--- config.mk ---
export PLATFORM = sky130hd
export DESIGN_NAME = body_tracer
export DESIGN_NICKNAME = d
export VERILOG_FILES = /design/src/rtl/body_tracer.sv
export SDC_FILE = /design/constraint.sdc
export NUM_CORES = 1
export LEC_CHECK = 0
export ABC_AREA = 1
export BUFFER_PORTS_ARGS = -buffer_cell sky130_fd_sc_hd__buf_2
export CAP_MARGIN = 20
export CORE_UTILIZATION = 59
export DETAILED_ROUTE_END_ITERATION = 16
export PLACE_DENSITY_LB_ADDON = 0.1
export SLEW_MARGIN = 20
export SYNTH_ARGS = -nofsm -noshare
export SYNTH_HDL_FRONTEND = slang
export SYNTH_SLANG_ARGS = --single-unit
--- constraint.sdc ---
create_clock -name clk -period 2 [get_ports clk]
set_input_delay 0 -clock clk [delete_from_list [all_inputs] [get_ports clk]]
set_output_delay 0 -clock clk [all_outputs]
set_load 0.05 [all_outputs]
--- src/rtl/body_tracer.sv ---
// Walks the direction ring once per trace, rebuilding body segments from the head.
// Reports probe occupancy by segments 1..len-1 and the tail segment coordinates.
module body_tracer #(
    parameter int unsigned WIDTH    = 2,
    parameter int unsigned DEPTH    = 234,
    parameter int unsigned X_BITS   = 5,
    parameter int unsigned Y_BITS   = 5,
    parameter int unsigned GRID_W   = 20,
    parameter int unsigned GRID_H   = 15,
    parameter int unsigned LEN_BITS = $clog2(DEPTH + 1)
) (
    input  logic                clk,
    input  logic                rst_n,
    input  logic                start,
    input  logic [X_BITS-1:0]   head_x,
    input  logic [Y_BITS-1:0]   head_y,
    input  logic [LEN_BITS-1:0] len,
    input  logic [X_BITS-1:0]   probe_x,
    input  logic [Y_BITS-1:0]   probe_y,
    input  logic [WIDTH-1:0]    dir_in,
    output logic [WIDTH-1:0]    dir_out,
    output logic                shift_en,
    output logic                busy,
    output logic                done,
    output logic                hit,
    output logic [X_BITS-1:0]   tail_x,
    output logic [Y_BITS-1:0]   tail_y
);

    localparam logic [LEN_BITS-1:0] LAST_K  = LEN_BITS'(DEPTH - 1);
    localparam logic [X_BITS-1:0]   X_MAX   = X_BITS'(GRID_W - 1);
    localparam logic [Y_BITS-1:0]   Y_MAX   = Y_BITS'(GRID_H - 1);

    typedef enum logic {IDLE, TRACE} state_t;

    state_t              state;
    logic [LEN_BITS-1:0] k_q;
    logic [LEN_BITS-1:0] steps_q;
    logic [X_BITS-1:0]   cur_x, probe_xq, tacc_x;
    logic [Y_BITS-1:0]   cur_y, probe_yq, tacc_y;
    logic                hit_acc;

    logic [X_BITS-1:0]   nx, tx_nx;
    logic [Y_BITS-1:0]   ny, ty_nx;
    logic                step, tail_take, hit_nx;
    logic [LEN_BITS-1:0] len_cl;

    // The ring content is preserved by feeding every code straight back.
    assign dir_out = dir_in;

    // Toroidal step of the cursor by the currently sampled code.
    always_comb begin
        nx = cur_x;
        ny = cur_y;
        case (dir_in[1:0])
            2'd0:    nx = (cur_x == X_MAX) ? '0 : cur_x + X_BITS'(1);
            2'd1:    ny = (cur_y == Y_MAX) ? '0 : cur_y + Y_BITS'(1);
            2'd2:    nx = (cur_x == '0) ? X_MAX : cur_x - X_BITS'(1);
            default: ny = (cur_y == '0) ? Y_MAX : cur_y - Y_BITS'(1);
        endcase
    end

    always_comb begin
        step      = (k_q < steps_q);
        tail_take = step && ((k_q + LEN_BITS'(1)) == steps_q);
        hit_nx    = hit_acc | (step && (nx == probe_xq) && (ny == probe_yq));
        tx_nx     = tail_take ? nx : tacc_x;
        ty_nx     = tail_take ? ny : tacc_y;
    end

    always_comb begin
        len_cl = len;
        if (len == '0)
            len_cl = LEN_BITS'(1);
        else if (32'(len) > DEPTH)
            len_cl = LEN_BITS'(DEPTH);
    end

    always_ff @(posedge clk or negedge rst_n) begin
        if (!rst_n) begin
            state    <= IDLE;
            k_q      <= '0;
            steps_q  <= '0;
            cur_x    <= '0;
            cur_y    <= '0;
            probe_xq <= '0;
            probe_yq <= '0;
            tacc_x   <= '0;
            tacc_y   <= '0;
            hit_acc  <= 1'b0;
            shift_en <= 1'b0;
            busy     <= 1'b0;
            done     <= 1'b0;
            hit      <= 1'b0;
            tail_x   <= '0;
            tail_y   <= '0;
        end else begin
            done <= 1'b0;
            case (state)
                IDLE: begin
                    if (start) begin
                        state    <= TRACE;
                        busy     <= 1'b1;
                        shift_en <= 1'b1;
                        k_q      <= '0;
                        steps_q  <= len_cl - LEN_BITS'(1);
                        cur_x    <= head_x;
                        cur_y    <= head_y;
                        probe_xq <= probe_x;
                        probe_yq <= probe_y;
                        tacc_x   <= head_x;
                        tacc_y   <= head_y;
                        hit_acc  <= 1'b0;
                    end
                end
                default: begin
                    k_q     <= k_q + LEN_BITS'(1);
                    hit_acc <= hit_nx;
                    tacc_x  <= tx_nx;
                    tacc_y  <= ty_nx;
                    if (step) begin
                        cur_x <= nx;
                        cur_y <= ny;
                    end
                    if (k_q == LAST_K) begin
                        state    <= IDLE;
                        busy     <= 1'b0;
                        shift_en <= 1'b0;
                        done     <= 1'b1;
                        hit      <= hit_nx;
                        tail_x   <= tx_nx;
                        tail_y   <= ty_nx;
                    end
                end
            endcase
        end
    end

endmodule
* Yosys cells after proc, flatten, opt, wreduce, memory -nomap -nowiden *
Index checks and enable logic that the tools add are counted.

word-level totals
  bits in registers = 61
  bits of input ports = 33
  output and inout port bits = 16
  word-level logic and storage cells = 78

cells by class
  add/sub/neg operators = 6
  order comparisons = 2
  equal/unequal tests = 10
  mux-type cells = 30
  bitwise logic cells = 2
  reduce and logical (&&, ||, !) cells = 13

operator list
  kind                                                    number
  2-to-1 mux 5 bit                                        14
  2-to-1 mux 8 bit                                        4
  case mux 5 bit (2 select lines)                         2
  adder 5 x 1 -> 5 bit (second input constant)            2
  equality test 5 bit                                     2
  zero test 5 bit                                         2
  2-to-1 mux 1 bit                                        10
  subtractor 5 x 1 -> 5 bit (second input constant)       2
  adder 8 x 1 -> 8 bit (second input constant)            1
  equality test 8 bit                                     1
  equality test 8 bit (second input constant)             1
  greater-than comparator 8 bit (second input constant)   1
  zero test 8 bit                                         1
  less-than comparator 8 bit                              1
  AND reduction 2 bit                                     4
  subtractor 8 x 1 -> 8 bit (second input constant)       1
  equality test 5 x 4 -> 1 bit (second input constant)    1
  equality test 5 bit (second input constant)             1
  inequality test 2 x 1 -> 1 bit (second input constant)  2
  logical AND 1 bit                                       3
  equality test 2 x 1 -> 1 bit (second input constant)    1
  equality test 2 bit (second input constant)             1
  zero test 2 bit                                         1
  nonzero test 2 bit                                      1
  3 further kinds                                         3

* Logic depth before layout (Yosys ltp) *
Gate-level depths: netlist of the first run.

  depth in word-level cells = 8
  gate-level depth with buffers = 17
  mapped depth without buffers = 17

* Least setup slack after synthesis of the first run *
OpenSTA, ideal clock, no wires.

  path kind = reg2reg
  from = register k_q[1]
  to = register tail_x[3]
  setup time = 0.118 ns
  data arrival time = 1.710 ns
  required time = 1.882 ns
  setup slack = 0.172 ns
  stages on the path, launching flop included = 14
  buffers on the path = 1
  period minus slack after synthesis = 1.828 ns
  cells stage by stage = dfrtp_1 > inv_1 > ha_1 > or2_1 > nand3b_1 > a21oi_1 > o21ai_1 > a21oi_2 > nand2_1 > nor2_2 > buf_6 > nand3_2 > nand3_1 > nand2_1

between the ends
  longest elaborated chain between the ends = 4
  elaborated cells on any way between the ends = 7
  those cells by class = add/sub: 1; order compare: 1; eq/ne: 2; mux: 1; reduce/logical: 2

RTL lines
  what                      RTL line  source
  start: declaration        37        logic [LEN_BITS-1:0] k_q;
  start signal: assignment  117       k_q <= k_q + LEN_BITS'(1);
  adder 8 x 1 -> 8 bit      65        tail_take = step && ((k_q + LEN_BITS'(1)) == steps_q);
  equality test 8 bit       65
  logical AND 1 bit         65
  2-to-1 mux 5 bit          67        tx_nx = tail_take ? nx : tacc_x;
  end signal: assignment    131       tail_x <= tx_nx;
  end: declaration          26        output logic [X_BITS-1:0] tail_x,

Parallel ways exist; a longest one is shown, timed or not.
A chain may end at the register's enable or synchronous reset.

* Final worst setup path of the first run *
  from = register k_q[0]
  to = register tacc_y[4]

between the ends
  longest elaborated chain between the ends = 5
  elaborated cells on any way between the ends = 6
  those cells by class = add/sub: 1; order compare: 1; eq/ne: 1; mux: 2; reduce/logical: 1

RTL lines
  what                    RTL line  source
  adder 8 x 1 -> 8 bit    65
  equality test 8 bit     65
  logical AND 1 bit (*)   65
  2-to-1 mux 5 bit (*)    68        ty_nx = tail_take ? ny : tacc_y;
  2-to-1 mux 5 bit (*)    99        case (state)
  end signal: assignment  112       tacc_y <= head_y;
  end signal: assignment  120       tacc_y <= ty_nx;
  end: declaration        40        logic [Y_BITS-1:0] cur_y, probe_yq, tacc_y;

Every way passes the cells marked *; elsewhere a longest branch is shown, timed or not.

==> results of run 1 <==
cell usage after synthesis, drive strengths merged (2+ instances only):
cell,count,share of area
nand4,11,0.017
or2,2,0.0031
dfrtp,61,0.37
clkbuf,8,0.0074
buf,11,0.023
nor4,2,0.0031
ha,17,0.052
o21ai,44,0.054
nand3,60,0.087
nor2,44,0.043
a21oi,11,0.015
xor2,9,0.019
nand3b,2,0.0037
nor3,3,0.0049
a31oi,2,0.0031
xnor2,2,0.0043
o211ai,9,0.017
inv,88,0.081
o22ai,9,0.014
nand2,177,0.16
power groups by stage:
stage | combinational (mW) | clock [mW] | sequential (mW)
after floorplan | 2.03 | 0 | 2.13
after global placement | 3.08 | 0 | 1.96
after detailed placement | 3.18 | 0 | 1.98
after CTS | 3.41 | 1.01 | 1.98
after global routing | 4.21 | 1.05 | 2.06
final | 3.84 | 1.01 | 2.01
critical path, delay by kind of cell (launching register included):
family	cells	cell delay (ns)
and+or+nand+nor	7	0.89
DFF	1	0.45
adders and majority gates	1	0.18
AOI/OAI and AO/OA	2	0.24
buffers and inverters	1	0.17
state kept, by name, indices dropped and copies added, names as in the netlist:
register  count
hit           1
state         1
busy          1
cur_x         5
tacc_x        5
probe_yq      5
done          1
tacc_y        5
tail_y        5
cur_y         5
tail_x        5
steps_q       8
hit_acc       1
k_q           8
probe_xq      5
layout make-up:
| cell class | count | area, um^2 | share of cell area |
|---|---|---|---|
| Clock inverter | 7 | 51.3 | 0.00979 |
| Inverter | 89 | 334 | 0.0638 |
| Sequential cell | 61 | 1530 | 0.293 |
| Tap cell | 77 | 96.3 | 0.0184 |
| Timing Repair Buffer | 110 | 782 | 0.149 |
| Clock buffer | 9 | 124 | 0.0236 |
| Multi-Input combinational cell | 409 | 2320 | 0.443 |
worst max path at each step:
stage	end	slack (ns)	cells past startpoint
4_1_cts	tacc_y[4]$_DFFE_PN0P_	-0.01	13
2_1_floorplan	tail_x[3]$_DFFE_PN0P_	0.17	13
6_report	tacc_y[4]$_DFFE_PN0P_	-0.04	11
3_5_place_dp	tail_y[4]$_DFFE_PN0P_	-0.08	13
3_3_place_gp	tail_y[4]$_DFFE_PN0P_	-0.06	11
5_1_grt	tacc_y[4]$_DFFE_PN0P_	-0.18	12
routing by layer:
| metal | vias up | part of all wire | track usage |
|---|---|---|---|
| met3 | 39 | 0.052 | 0.0457 |
| met2 | 154 | 0.49 | 0.567 |
| li1 | 2053 | - | - |
| met5 | - | 0 | 0 |
| met4 | 0 | 0.037 | 0.171 |
| met1 | 1998 | 0.42 | 0.409 |
cell families after synthesis:
group                      Yosys count  synth area share
AOI/OAI and AO/OA                   78             0.108
DFF                                 61             0.374
adders and majority gates           17            0.0521
buffers and inverters              109             0.114
and+or+nand+nor                    303             0.328
xor gates and xnor gates            11            0.0236
layout by cell type, fill, tap and decap left out, types with 10 or more instances in the layout:
master and instances:
dlygate4sd3_1 18, nand3_1 33, nand3_2 26, nand4_1 11, inv_2 13, buf_2 48
buf_4 39, nand2_1 166, dfrtp_1 56, o21ai_0 38, nand2_2 10, inv_1 75
nor2_1 36, ha_1 11
stage by stage:
stage	power, mW	setup WS, ns
floorplan	4.16	0.172
global placement	5.05	-0.0650
detailed placement	5.16	-0.0793
CTS	6.39	-0.00956
global route	7.32	-0.179
finish	6.85	-0.0357
repair_timing:
action                     in CTS  in global routing
pin swaps                       3                 14
hold buffers                   18                  0
gates resized for setup        19                 48
buffers inserted                4                  6
hold endpoints to repair       45                  0
cloned                          0                  0
setup endpoints to repair      21                 33
==> impl_metrics.py, run 1 <==
metrics = {
    "drt": {
        "ant_nets": 0,
        "drt_pass1_iterations": 5,
        "drc": 0,
        "wl_um": 11500,
        "drtIter0Drc": 275,
        "via_count": 4244,
        "wl_per_cell_um": 15.1,
        "via_per_inst": 5.57,
    },
    "placement": {
        "place_congestion": 0.872,
        "io_buffers": 48,
        "place_hpwl_um": 7930,
        "post_dp_cell_area_um2": 4560,
        "dp_cells": 718,
    },
    "pwr": {
        "internal_power_mw": 3.63,
        "p_leak_nw": 2.64,
        "p_clk_frac": 0.147,
        "power.share.switching": 0.471,
        "sequentialPowerShare": 0.293,
        "pwr-share-comb": 0.560,
        "peakVddDrop_mv": 0.823,
        "switchingPower_mw": 3.23,
        "power_density_nw_per_um2": 1310,
    },
    "outcome": {
        "violations": "setup timing",
        "status": "finished, violations left",
    },
    "clock_tree": {
        "clkLatencyLatePin_ns": 0.35,
        "numCtsBuffers": 9,
        "clockRootBuffer": "clkbuf_8",
        "cts_num_sinks": 61,
        "cts_buffer_depth": 2,
        "cts.clk_slew.worst_paths_ns": 0.08,
        "cts_tree": "done",
        "htree_levels": 3,
    },
    "global_routing": {
        "grt_overflow": 0,
        "grt_pass1_vias": 4056,
        "grt_antenna_before_repair": 0,
        "grtUsageTotal": 0.331,
        "grt_start_max_net_pins": 37,
        "grt_pass1_wl_um": 18600,
    },
    "worst_setup_path": {
        "crit_start": "k_q[0]$_DFFE_PN0P_",
        "required_ns": 2.25,
        "cp_common_cell": "nand2_1",
        "cp_slowest_cell": "dfrtp_2",
        "r2r_end": "tacc_y[4]$_DFFE_PN0P_",
        "worstSetupPathType": "flip-flop to flip-flop",
        "reg2regPathDepth": 11,
        "cpPeakStageDelay_ns": 0.45,
        "cp.arrival_ns": 2.28,
        "regToRegSetupSlack_ns": -0.04,
        "r2r-start": "k_q[0]$_DFFE_PN0P_",
        "worstPathMaxFanout": 6,
        "cp-end-kind": "flip-flop",
        "crit_chain": "ha_4 -> nand4_1 -> nand2_1 -> o22ai_1 -> a21oi_2 -> nand2_2 -> nor2_4 -> buf_6 -> nand3_2 -> nand3_1 -> nand2_1",
        "startpoint_type": "flip-flop",
    },
    "timing": {
        "min_period_ns": 2.04,
        "tightest_slew_ns": 0.661,
        "drv_slew": 0,
        "fin_tns_setup_ns": -0.355,
        "clock-skew-final_ns": 0.00771,
        "slew-limit-headroom": 0.560,
        "setup_viol": 17,
        "fin_ws_ns": -0.0357,
        "rsz0062_at_grt": "yes",
        "hold_viol": 0,
        "fmax_mhz": 491,
        "post-route-period-util": 1.02,
        "whs_ns": 0.00774,
    },
    "yosys": {
        "synth_ff_type": "dfrtp_1",
        "yosysWarnings": 0,
        "synth-edff-count": 0,
        "ys_types": 36,
        "synthCells": 579,
        "synthArstFlopShare": 1.00,
        "syn_avg_cell_area_um2": 7.05,
        "syn_area_um2": 4080,
        "ys_seq_area_frac": 0.374,
        "synth_seq_cells": 61,
        "synth_fp_nets": 629,
    },
    "finish": {
        "fillers": 485,
        "final_util": 0.802,
        "stdcell_count": 762,
        "area_growth_pct": 28.3,
        "fin_area_um2": 5240,
        "drive_gt1_frac": 0.272,
        "final_nets": 730,
        "diodes": 0,
    },
    "floorplan": {
        "coreArea_um2": 6530,
        "die_area_um2": 7260,
        "die_y_um": 85.2,
        "io_pins": 49,
        "dieWidth_um": 85.2,
        "core.rowCount": 29,
        "initial_core_util": 0.625,
    },
    "worst_hold_path": {
        "hold_depth": 3,
        "hp-start": "len[6]",
        "holdCritPathClass": "primary input to flip-flop",
        "hold_end": "steps_q[6]$_DFFE_PN0P_",
    },
    "job": {
        "maxCapViolations": 0,
    },
}
Note: power is estimated with default switching activity, not from simulation.
==> run 2: changes to the inputs <==
--- a/config.mk
+++ b/config.mk
@@ -6,7 +6,7 @@
 export NUM_CORES = 1
 export LEC_CHECK = 0
 export ABC_AREA = 1
-export BUFFER_PORTS_ARGS = -buffer_cell sky130_fd_sc_hd__buf_2
+export BUFFER_PORTS_ARGS = -buffer_cell sky130_fd_sc_hd__buf_4
 export CAP_MARGIN = 20
 export CORE_UTILIZATION = 59
 export DETAILED_ROUTE_END_ITERATION = 16
==> run 2 against run 1 <==
Against the previous run:
- the run ends with hold timing, setup timing left
- combinational power is 6.0% higher
- cell count unchanged
- clock skew increased by 0.0027 ns
- global-route usage shrank 0.070 points
- total power grew 5.3%
- worst hold slack got worse by 0.015 ns
- count of clock-buffer cells in the layout unchanged
- register-to-register slack worse by 0.12 ns
- clock power grew 13%
- routed wire length grew 3.9%
- critical path depth is the same
==> impl_metrics.py, run 2 (synthesis results as in run 1) <==
metrics = {
    "worst_setup_path": {
        "cp.arrival_ns": 2.41,
        "startpoint_type": "flip-flop",
        "cp-end-kind": "flip-flop",
        "required_ns": 2.25,
        "worstPathMaxFanout": 6,
        "worstSetupPathType": "flip-flop to flip-flop",
    },
    "drt": {
        "wl_um": 12000,
        "drt_pass1_iterations": 5,
        "wl_per_cell_um": 15.7,
        "via_per_inst": 5.64,
        "drtIter0Drc": 323,
        "via_count": 4301,
        "ant_nets": 0,
        "drc": 0,
    },
    "worst_hold_path": {
        "holdCritPathClass": "primary input to flip-flop",
    },
    "floorplan": {
        "die_y_um": 85.2,
        "dieWidth_um": 85.2,
        "coreArea_um2": 6530,
        "initial_core_util": 0.625,
        "core.rowCount": 29,
        "io_pins": 49,
        "die_area_um2": 7260,
    },
    "global_routing": {
        "grt_use_met2": 0.576,
        "met1_usage": 0.404,
        "grt_start_max_net_pins": 62,
        "grt_pass1_vias": 4086,
        "busiest_layer": "met2",
        "grt_overflow": 0,
        "grt_pass1_wl_um": 18600,
        "grtUsageTotal": 0.331,
        "use_met3": 0.0496,
        "grt_antenna_before_repair": 0,
    },
    "outcome": {
        "status": "finished, violations left",
        "violations": "hold timing, setup timing",
    },
    "finish": {
        "top_regs": "k_q x8, steps_q x8",
        "drive_gt1_frac": 0.276,
        "final_nets": 730,
        "area_growth_pct": 32.9,
        "mostFrequentLayoutCells": "nand2_1, buf_4, inv_1, dfrtp_1, o21ai_0",
        "diodes": 0,
        "final_util": 0.831,
        "fin_area_um2": 5430,
        "final_common_cell": "nand2_1",
        "fillers": 409,
        "stdcell_count": 762,
    },
    "timing": {
        "hold_viol": 1,
        "slew-limit-headroom": 0.483,
        "whs_ns": -0.00748,
        "min_period_ns": 2.16,
        "setup_viol": 20,
        "clock-skew-final_ns": 0.0105,
        "drv_slew": 0,
        "fin_tns_setup_ns": -2.59,
        "tightest_slew_ns": 0.776,
        "fmax_mhz": 463,
        "fin_ws_ns": -0.160,
        "rsz0062_at_grt": "yes",
        "post-route-period-util": 1.08,
    },
    "pwr": {
        "power_density_nw_per_um2": 1330,
        "peakVddDrop_mv": 0.782,
        "p_leak_nw": 2.70,
    },
    "placement": {
        "dp_cells": 718,
        "place_hpwl_um": 7780,
        "place_ws_ns": -0.178,
        "io_buffers": 48,
        "post_dp_cell_area_um2": 4680,
        "place_congestion": 0.894,
    },
    "clock_tree": {
        "clockRootBuffer": "clkbuf_8",
        "cts_num_sinks": 61,
        "clkLatencyLatePin_ns": 0.36,
        "numCtsBuffers": 9,
        "htree_levels": 3,
        "cts.clk_slew.worst_paths_ns": 0.08,
        "cts_buffer_depth": 2,
        "cts_tree": "done",
    },
    "job": {
        "maxCapViolations": 0,
    },
}
==> run 2: worst paths after layout <==
check / cells past startpoint / slack (ns) / end / startpoint
worst max-delay path: 11 / -0.16 / tail_x[4]$_DFFE_PN0P_ / k_q[0]$_DFFE_PN0P_
worst min-delay path: 4 / -0.007 / steps_q[6]$_DFFE_PN0P_ / len[6]
worst max register to register: 11 / -0.16 / tail_x[4]$_DFFE_PN0P_ / k_q[0]$_DFFE_PN0P_
worst min register to register: 2 / 0.49 / tail_x[2]$_DFFE_PN0P_ / tail_x[2]$_DFFE_PN0P_
max in group asynchronous: 2 / 1.18 / k_q[0]$_DFFE_PN0P_ / rst_n
min in group asynchronous: 2 / 0.25 / probe_xq[2]$_DFFE_PN0P_ / rst_n
==> run 2: final cells by class <==
type                            count  area [um^2]  share of cell area
Tap cell                           77         96.3              0.0178
Clock inverter                      7         76.3              0.0141
Sequential cell                    61         1530               0.283
Timing Repair Buffer              110          916               0.169
Clock buffer                        9          124              0.0228
Multi-Input combinational cell    409         2340               0.432
Inverter                           89          334              0.0616
==> run 2: per-layer routing <==
layer / vias to the layer above / part of all wire
met5: - / 0
met4: 0 / 0.041
met3: 44 / 0.046
met2: 163 / 0.50
met1: 2031 / 0.41
li1: 2063 / -
==> run 2: worst max-delay path, stage by stage (launching register included) <==
cell     delay, ns
dfrtp_2       0.47
buf_6         0.14
nand3_2       0.09
xor2_1        0.34
o22ai_1       0.14
a21oi_2       0.15
nand2_2       0.09
nor2_4        0.21
buf_8         0.18
nand3_2       0.08
nand3_1       0.09
nand2_1       0.06
==> run 2: stage by stage <==
stage | total power [mW] | hold slack, ns
global placement | 5.16 | 0.131
CTS | 6.66 | 0.00681
floorplan | 4.16 | -0.296
finish | 7.22 | -0.00748
detailed placement | 5.30 | 0.131
global route | 7.71 | 0.0358
==> run 2: power breakdown <==
group | leakage, nW | internal [mW] | switching [mW]
sequential | 0.693 | 1.64 | 0.369
clock | 0.0954 | 0.579 | 0.562
combinational | 1.91 | 1.65 | 2.41
==> run 2: repair_timing <==
action                                  in CTS  in global routing
hold buffers                                20                  0
endpoints found under the setup margin      21                 33
pin swaps                                    5                 17
gates resized for setup                     20                 57
hold endpoints to repair                    87                  0
setup buffers                                3                  5
==> run 3: changes to the inputs <==
--- a/config.mk
+++ b/config.mk
@@ -10,6 +10,7 @@
 export CAP_MARGIN = 20
 export CORE_UTILIZATION = 59
 export DETAILED_ROUTE_END_ITERATION = 16
+export HOLD_SLACK_MARGIN = 0.03
 export PLACE_DENSITY_LB_ADDON = 0.1
 export SLEW_MARGIN = 20
 export SYNTH_ARGS = -nofsm -noshare
==> run 3 against run 2 <==
Against the previous run:
- critical path depth rose by 2
- cell count rose by 0.92%
- design area rose by 3.1%
- first-iteration DRC count rose by 49%
- sequential share of layout area fell by 0.91 points
- critical endpoint unchanged
- count of clock-buffer cells in the layout did not move
- combinational power rose by 11%
- critical path type unchanged
- sequential power barely moved
- via count rose by 3.9%
- fmax fell by 1.6%
- clock power barely moved
- sequential cell count did not move
- the flow finishes with violations (setup timing)
==> impl_metrics.py, run 3 (synthesis results as in run 1) <==
metrics = {
    "finish": {
        "final_common_cell": "nand2_1",
        "top_regs": "k_q x8, steps_q x8",
        "stdcell_count": 769,
        "final_nets": 737,
        "area_growth_pct": 37.0,
        "diodes": 0,
        "drive_gt1_frac": 0.288,
        "mostFrequentLayoutCells": "nand2_1, buf_4, inv_1, dfrtp_1, nand3_1",
    },
    "global_routing": {
        "met1_usage": 0.403,
        "grt_pass1_wl_um": 18700,
        "busiest_layer": "met2",
        "grt_use_met2": 0.579,
        "use_met3": 0.0516,
        "grt_antenna_before_repair": 0,
        "grt_overflow": 0,
        "grtUsageTotal": 0.332,
        "grt_pass1_vias": 4093,
        "grt_start_max_net_pins": 62,
    },
    "floorplan": {
        "die_area_um2": 7260,
        "core.rowCount": 29,
        "dieWidth_um": 85.2,
        "die_y_um": 85.2,
        "io_pins": 49,
        "initial_core_util": 0.625,
        "coreArea_um2": 6530,
    },
    "timing": {
        "whs_ns": 0.0597,
        "fmax_mhz": 455,
        "tightest_slew_ns": 0.794,
        "fin_ws_ns": -0.196,
        "setup_viol": 25,
        "min_period_ns": 2.20,
        "slew-limit-headroom": 0.471,
        "hold_viol": 0,
        "post-route-period-util": 1.10,
        "rsz0062_at_grt": "yes",
        "clock-skew-final_ns": 0.0123,
        "drv_slew": 0,
    },
    "worst_setup_path": {
        "startpoint_type": "flip-flop",
        "worstPathMaxFanout": 6,
        "required_ns": 2.25,
        "crit_chain": "buf_6 -> ha_4 -> or2_1 -> nand3b_1 -> a21oi_1 -> o21ai_1 -> a21oi_2 -> nand2_2 -> nor2_4 -> buf_8 -> nand3_2 -> nand3_1 -> nand2_1",
        "cp.arrival_ns": 2.44,
        "worstSetupPathType": "flip-flop to flip-flop",
        "path_delay_family": "simple AND/OR/NAND/NOR gates",
        "cp_slowest_cell": "dfrtp_2",
        "cp-end-kind": "flip-flop",
        "crit_buf_inv": 2,
        "cpPeakStageDelay_ns": 0.45,
    },
    "outcome": {
        "status": "finished, violations left",
        "violations": "setup timing",
    },
    "clock_tree": {
        "cts_tree": "done",
        "cts.clk_slew.worst_paths_ns": 0.08,
        "cts_num_sinks": 61,
        "clockRootBuffer": "clkbuf_8",
        "clkLatencyLatePin_ns": 0.36,
        "numCtsBuffers": 9,
        "htree_levels": 3,
        "cts_buffer_depth": 2,
    },
    "placement": {
        "place_congestion": 0.894,
        "io_buffers": 48,
        "place_ws_ns": -0.178,
        "dp_cells": 718,
        "place_hpwl_um": 7780,
    },
    "drt": {
        "drc": 0,
        "wl_um": 12900,
        "drt_pass1_iterations": 6,
        "via_count": 4467,
        "wl_per_cell_um": 16.8,
        "ant_nets": 0,
        "via_per_inst": 5.81,
        "drtIter0Drc": 481,
    },
    "pwr": {
        "power_mw": 7.67,
        "power_density_nw_per_um2": 1370,
        "p_leak_nw": 2.75,
        "peakVddDrop_mv": 0.873,
    },
    "worst_hold_path": {
        "holdCritPathClass": "primary input to flip-flop",
    },
    "job": {
        "maxCapViolations": 0,
    },
}
[run 3: area by class of cell]
class / instances / area, um^2
clock buffers: 9 / 124
clock inverters: 7 / 76.3
fillers: 360 / 940
inverters: 89 / 334
multi-input cells: 409 / 2420
flip-flops and latches: 61 / 1530
well taps: 77 / 96.3
repair buffers: 117 / 1010
[run 3: worst register-to-register path, cell delays in order (launching register included)]
cell and delay, ns:
dfrtp_2 0.45, buf_6 0.14, ha_4 0.26, or2_1 0.09, nand3b_1 0.06, a21oi_1 0.10, o21ai_1 0.08, a21oi_2 0.13
nand2_2 0.08, nor2_4 0.21, buf_8 0.19, nand3_2 0.09, nand3_1 0.13, nand2_1 0.08
[run 3: worst paths after layout]
path | from | to | slack [ns] | cells past startpoint
worst min-delay path | start | hit_acc$_DFFE_PN0P_ | 0.06 | 4
worst max register to register | k_q[0]$_DFFE_PN0P_ | tail_x[4]$_DFFE_PN0P_ | -0.20 | 13
max in group asynchronous | rst_n | k_q[0]$_DFFE_PN0P_ | 1.16 | 2
worst min register to register | tail_y[3]$_DFFE_PN0P_ | tail_y[3]$_DFFE_PN0P_ | 0.49 | 2
min in group asynchronous | rst_n | probe_xq[2]$_DFFE_PN0P_ | 0.24 | 2
worst max-delay path | k_q[0]$_DFFE_PN0P_ | tail_x[4]$_DFFE_PN0P_ | -0.20 | 13
[run 3: metrics by stage]
stage                     cell area [um^2]  setup TNS [ns]   util
after global routing                  5590           -5.12  0.856
after global placement                4680          -0.324  0.716
after CTS                             5210         -0.0674  0.798
final                                 5590           -2.52  0.856
after floorplan                       4080               0      -
after detailed placement              4680           -2.96  0.716
[run 3: power breakdown]
| group | switching [mW] | total, mW | internal [mW] |
|---|---|---|---|
| combinational | 2.64 | 4.50 | 1.86 |
| clock | 0.570 | 1.15 | 0.579 |
| sequential | 0.382 | 2.02 | 1.64 |
[run 3: what timing repair did]
action	CTS	global route
resized for setup	20	72
cloned	0	3
setup endpoints to repair	21	33
hold buffers	23	0
buffers inserted	3	6
pin swaps	5	26
endpoints found under the hold margin	89	0
[run 3: layer usage]
metal | part of all wire | wire length [um]
met3 | 0.075 | 965
met1 | 0.39 | 5050
met5 | 0 | 0
met2 | 0.49 | 6350
met4 | 0.041 | 529
